==> config.mk <==
export PLATFORM = sky130hd
export DESIGN_NAME = s832_state_harness_flat
export DESIGN_NICKNAME = d
export VERILOG_FILES = /design/src/rtl/s832_state_harness_if.sv /design/src/rtl/s832_state_harness.sv /design/src/flat_wrapper.sv
export SDC_FILE = /design/constraint.sdc
export NUM_CORES = 1
export LEC_CHECK = 0
export BUFFER_PORTS_ARGS = -buffer_cell sky130_fd_sc_hd__buf_2
export CAP_MARGIN = 20
export CORE_AREA = 4 4 41 43
export DETAILED_ROUTE_END_ITERATION = 10
export DIE_AREA = 0 0 45 47
export PLACE_DENSITY = 0.77
export RECOVER_POWER = 50
export SYNTH_ARGS = -nofsm -noshare
export SYNTH_HDL_FRONTEND = slang
export SYNTH_SLANG_ARGS = --single-unit
==> constraint.sdc <==
create_clock -name CK -period 3.09 [get_ports CK]
set_input_delay 0.4635 -clock CK [delete_from_list [all_inputs] [get_ports CK]]
set_output_delay 0.4635 -clock CK [all_outputs]
set_load 0.01 [all_outputs]
==> src/rtl/s832_state_harness_if.sv <==
// Bus between the s832 state harness and its controller: the core's PPI/PPO pair plus
// the run, step and scan controls and status.
interface s832_state_harness_if #(
    parameter int STATE_W = 5
);
    logic [STATE_W-1:0] ppo;
    logic [STATE_W-1:0] ppi;
    logic               run;
    logic               step_req;
    logic               step_ack;
    logic               scan_en;
    logic               scan_in;
    logic               scan_out;
    logic               shift_done;
    logic               busy;
    logic               par_err;

    modport master (
        output ppo, run, step_req, scan_en, scan_in,
        input  ppi, step_ack, scan_out, shift_done, busy, par_err
    );

    modport slave (
        input  ppo, run, step_req, scan_en, scan_in,
        output ppi, step_ack, scan_out, shift_done, busy, par_err
    );
endinterface

==> src/rtl/s832_state_harness.sv <==
// State flip-flops for the combinational s832 core: free-run, handshaked single-step and
// serial scan load/unload. Define STATE_PARITY_EN to add a sticky state-upset detector.
module s832_state_harness #(
    parameter int                 STATE_W     = 5,
    parameter logic [STATE_W-1:0] RESET_STATE = '0
) (
    input  logic                  CK,
    input  logic                  RST_N,
    s832_state_harness_if.slave   bus
);
    localparam int CNT_W = (STATE_W > 1) ? $clog2(STATE_W) : 1;
    localparam logic [CNT_W-1:0] CNT_LAST = CNT_W'(STATE_W - 1);

    localparam logic [1:0] IDLE  = 2'd0;
    localparam logic [1:0] RUN   = 2'd1;
    localparam logic [1:0] STEP  = 2'd2;
    localparam logic [1:0] SHIFT = 2'd3;

    logic [1:0]         fsm_q, fsm_d;
    logic [STATE_W-1:0] state_q, state_d;
    logic [CNT_W-1:0]   cnt_q, cnt_d;
    logic               done_q, done_d;
    logic               seen_q, seen_d;
    logic               state_we;
    logic               step_go;

    // A step request is only honoured once per assertion of step_req.
    assign step_go = bus.step_req && !seen_q;

    always_comb begin
        fsm_d    = fsm_q;
        state_d  = state_q;
        cnt_d    = cnt_q;
        done_d   = 1'b0;
        seen_d   = bus.step_req ? seen_q : 1'b0;
        state_we = 1'b0;
        if (bus.scan_en) begin
            fsm_d    = SHIFT;
            state_d  = {state_q[STATE_W-2:0], bus.scan_in};
            state_we = 1'b1;
            if (cnt_q == CNT_LAST) begin
                cnt_d  = '0;
                done_d = 1'b1;
            end else begin
                cnt_d = cnt_q + 1'b1;
            end
        end else begin
            case (fsm_q)
                IDLE: begin
                    if (step_go) begin
                        fsm_d    = STEP;
                        state_d  = bus.ppo;
                        state_we = 1'b1;
                        seen_d   = 1'b1;
                    end else if (bus.run) begin
                        fsm_d    = RUN;
                        state_d  = bus.ppo;
                        state_we = 1'b1;
                    end
                end
                // A pending step ends free-run; it is serviced from IDLE.
                RUN: begin
                    if (step_go || !bus.run) begin
                        fsm_d = IDLE;
                    end else begin
                        state_d  = bus.ppo;
                        state_we = 1'b1;
                    end
                end
                STEP:  fsm_d = IDLE;
                SHIFT: begin
                    fsm_d = IDLE;
                    cnt_d = '0;
                end
                default: fsm_d = IDLE;
            endcase
        end
    end

    always_ff @(posedge CK or negedge RST_N) begin
        if (!RST_N) begin
            fsm_q   <= IDLE;
            state_q <= RESET_STATE;
            cnt_q   <= '0;
            done_q  <= 1'b0;
            seen_q  <= 1'b0;
        end else begin
            fsm_q   <= fsm_d;
            state_q <= state_d;
            cnt_q   <= cnt_d;
            done_q  <= done_d;
            seen_q  <= seen_d;
        end
    end

    assign bus.ppi        = state_q;
    assign bus.scan_out   = state_q[STATE_W-1];
    assign bus.step_ack   = (fsm_q == STEP);
    assign bus.shift_done = done_q;
    assign bus.busy       = (fsm_q != IDLE);

`ifdef STATE_PARITY_EN
    logic parity_q;
    logic par_err_q;

    // Parity follows legitimate writes only, so a flop upset shows as a mismatch.
    always_ff @(posedge CK or negedge RST_N) begin
        if (!RST_N) begin
            parity_q  <= ^RESET_STATE;
            par_err_q <= 1'b0;
        end else begin
            if (state_we) begin
                parity_q <= ^state_d;
            end
            if ((^state_q) != parity_q) begin
                par_err_q <= 1'b1;
            end
        end
    end

    assign bus.par_err = par_err_q;
`else
    logic unused_we;
    assign unused_we   = state_we;
    assign bus.par_err = 1'b0;
`endif
endmodule

==> src/flat_wrapper.sv <==
// flat-port wrapper written by rule: the top's interface ports become plain ports
module s832_state_harness_flat 
#(
    parameter int                 STATE_W     = 5,
    parameter logic [STATE_W-1:0] RESET_STATE = '0
)
  (CK, RST_N, bus_ppo, bus_run, bus_step_req, bus_scan_en, bus_scan_in, bus_ppi, bus_step_ack, bus_scan_out, bus_shift_done, bus_busy, bus_par_err);
  s832_state_harness_if #(.STATE_W(STATE_W)) bus_i ();
  input  logic CK;
  input  logic RST_N;
  input wire logic [$bits(bus_i.ppo)-1:0] bus_ppo;
  input wire logic [$bits(bus_i.run)-1:0] bus_run;
  input wire logic [$bits(bus_i.step_req)-1:0] bus_step_req;
  input wire logic [$bits(bus_i.scan_en)-1:0] bus_scan_en;
  input wire logic [$bits(bus_i.scan_in)-1:0] bus_scan_in;
  output wire logic [$bits(bus_i.ppi)-1:0] bus_ppi;
  output wire logic [$bits(bus_i.step_ack)-1:0] bus_step_ack;
  output wire logic [$bits(bus_i.scan_out)-1:0] bus_scan_out;
  output wire logic [$bits(bus_i.shift_done)-1:0] bus_shift_done;
  output wire logic [$bits(bus_i.busy)-1:0] bus_busy;
  output wire logic [$bits(bus_i.par_err)-1:0] bus_par_err;
  assign bus_i.ppo = bus_ppo;
  assign bus_i.run = bus_run;
  assign bus_i.step_req = bus_step_req;
  assign bus_i.scan_en = bus_scan_en;
  assign bus_i.scan_in = bus_scan_in;
  assign bus_ppi = bus_i.ppi;
  assign bus_step_ack = bus_i.step_ack;
  assign bus_scan_out = bus_i.scan_out;
  assign bus_shift_done = bus_i.shift_done;
  assign bus_busy = bus_i.busy;
  assign bus_par_err = bus_i.par_err;
  s832_state_harness #(.STATE_W(STATE_W), .RESET_STATE(RESET_STATE)) u_core (.CK(CK), .RST_N(RST_N), .bus(bus_i));
endmodule
==> results by group <==
Outcome
  – Status: completed

Yosys
  – Synth cell count leaders: 12 x dfrtp_1, 7 x mux2_2, 6 x nand2_1
  – Syn Inst Count: 55
  – Yosys reg bits: 12
  – Cell variety after synth: 22
  – Yosys top cell area share: 0.467
  – Sequential share of the synthesized area: 0.467
  – Post-synth ARST share: 1.00
  – Most common cell in the synthesized netlist: dfrtp_1
  – Largest cells by area after synthesis: dfrtp_1 47%, mux2_2 12%, mux2_1 5.3%
  – Synth warnings: 0
  – Post-synth EDFFs: 0
  – Top FF cell, synth: dfrtp_1
  – Mean post-synth cell area: 11.7 um^2
  – Mapped Area: about 640 um^2
  – Post-Syn Nets: 68
  – Yosys top cell by area: dfrtp_1

STA
  – Final Max Tran Viols: 0
  – Count of final setup violators: 0
  – Hold Slack: 186 ps
  – Period minus WS final: approximately 1600 ps
  – Final Skew: 3.60 ps
  – RSZ-0062 raised after global routing: false
  – Fmax: 622 MHz
  – Total Neg Setup Slack: 0 ps
  – Final hold viol count: 0
  – Worst-margin pin slew: 643 ps
  – Relative slew slack: 0.571
  – Crit share post-route: 0.520

Global route
  – Total GRT Usage: 0.119
  – Met2 Use GR: 0.201
  – GR Util met1: 0.134
  – GRT Max-Usage Layer: met2
  – First-pass GRT wire length: 1790 um
  – Number of global-route vias before repair: 452
  – Met3 Use GR: 0.0575
  – Antenna violations before repair: 0
  – Largest net degree at the start of global routing: 17
  – Congestion Overflow GR: 0

Clock network
  – Setup bufs post-CTS: 0
  – CTS Hold Buffers Added: 0
  – Clock sink total: 12
  – Root Buffer: clkbuf_4
  – TritonCTS Buffers: 3
  – CTS tree: built
  – Clk slew on worst S/H paths: about 80 ps
  – H-tree Lvls: 1
  – CTS resizes: 0
  – CTS max path bufs: 2
  – Skew-Pair Late Insertion Delay: 270 ps

Floorplan
  – Starting density of the core: 0.494
  – Std cell rows: 13
  – Die ar.: 2120 um^2
  – DIE HEIGHT: 47 um
  – Top-level I/O count: 21
  – Core area: 1300 um^2
  – Die W: around 45 um

Worst setup path
  – R2r endpoint: u_core.bus.ppi[1]
  – CP Launch Type: flip-flop
  – R2R depth: 3
  – RR Startpoint: u_core.fsm_q[0]
  – Worst EP required: 2630 ps
  – Worst Path Arrival: 1140 ps
  – R2R Setup Slk: 1500 ps
  – Kind of critical path: flip-flop to output pin
  – Worst Path Max Fanout: 5
  – CP endpoint kind: output pin

Power
  – Internal power consumption: between 0.0003 and 0.0004 W
  – Sw frac: 0.291
  – Total power: roughly 0.00044 W
  – Power per cell area: 594 nW/um^2
  – Net Switching: 0.000129 W
  – Clock Power Share: 0.276
  – Seq pwr share: 0.473
  – Max VDD drop: 0.000334 V
  – Gate power share: 0.251
  – Leakage power: about 0.36 nW

Placed design
  – I/O Buffers: 19
  – GP Congestion: 0.744
  – Placed Area: 733 um^2
  – Dpl hpwl: around 860 um

Cells and area
  – Layout cell share with drive strength beyond 1: 0.446
  – # diodes: 0
  – Finished Cell Area: 746 um^2
  – Area growth from synthesis to layout: 16.0%
  – Post-layout nets: between 80 and 90
  – Utilization after layout: 0.573

Routing
  – DRC: 0
  – Pre-Repair DR Iteration Count: 4
  – ANT nets after route: 0
  – 1st-iter DRT viols: 4
  – Vias per inst: 5.07
  – Routed WL: around 1100 um
  – Routed wire per std cell: 12.4 um
  – Detailed-route via count: between 400 and 500

Worst hold path
  – Worst Hold Class: primary input to async pin

Run
  – Max cap viols: 0
## cell type report
cell class              instances  area [um^2]
fillers                       121          556
well taps                      15         18.8
multi-input cells              36          285
inverters                       3         11.3
clock buffers                   4         36.3
repair buffers                 19         93.8
flip-flops and latches         12          300
## flip-flops by register name, indices dropped and copies added (netlist names)
register               flops
u_core.bus.shift_done      1
u_core.seen_q              1
u_core.fsm_q               2
u_core.cnt_q               3
u_core.bus.ppi             5
## per-stage QoR
stage               instances  setup WS [ps]
finish                     89           1480
CTS                        89           1440
detailed placement         85           1450
global placement           85           1460
floorplan                  55           1660
global route               89           1360
## worst max-delay path: stages (launching register included)
cell	delay (ps)
dfrtp_1	420
or2_2	320
buf_2	140
## placed cells by master (no fill, tap or decap)
cell type	synthesis	layout
nor4b_1	0	1
clkbuf_1	1	1
o21ai_0	4	4
o21a_1	1	1
a31o_2	1	1
clkbuf_8	0	1
nor3b_1	1	1
and3_1	1	1
buf_2	1	18
nand3_1	1	1
inv_1	3	3
nor2_1	2	2
ha_1	2	2
a21oi_1	1	1
or2_2	2	2
dfrtp_1	12	12
mux2_2	7	7
mux2_1	3	3
a311oi_4	1	1
nand2b_1	0	1
conb_1	1	1
clkbuf_4	0	3
nand2_1	6	6
## cell families after synthesis
group	count (synthesis)	synth area share
AND/OR/NAND/NOR	15	0.154
flip-flops	12	0.467
multiplexers	10	0.175
AO/OA/AOI/OAI	8	0.105
buffers and inverters	7	0.0545
adder cells (fa/ha/maj)	2	0.0389
other	1	0.00583
## worst max-delay path by stage
stage,startpoint,to,slack (ps)
3_5_place_dp,bus_step_req,u_core.bus.ppi[0],1450
3_3_place_gp,bus_step_req,u_core.bus.ppi[4],1460
2_1_floorplan,bus_step_req,u_core.bus.ppi[0],1660
6_report,u_core.fsm_q[0],bus_busy,1480
4_1_cts,u_core.fsm_q[0],bus_busy,1440
5_1_grt,u_core.fsm_q[0],u_core.bus.ppi[2],1360
## power by group through the flow
stage | registers (W) | clock network, W | logic, W
after detailed placement | 0.000214 | 0 | 0.000117
after global placement | 0.000212 | 0 | 0.000111
after CTS | 0.000211 | 0.000126 | 0.000117
after floorplan | 0.000217 | 0 | 0.0000740
final | 0.000210 | 0.000122 | 0.000111
after global routing | 0.000214 | 0.000136 | 0.000125
## per-layer routing
layer	routed length, um	part of all wire	vias to the layer above
met5	0	0	-
met4	0	0	0
met3	98	0.089	0
met2	558	0.50	17
met1	449	0.41	212
li1	-	-	222
Power figures use the tool's default switching activity.
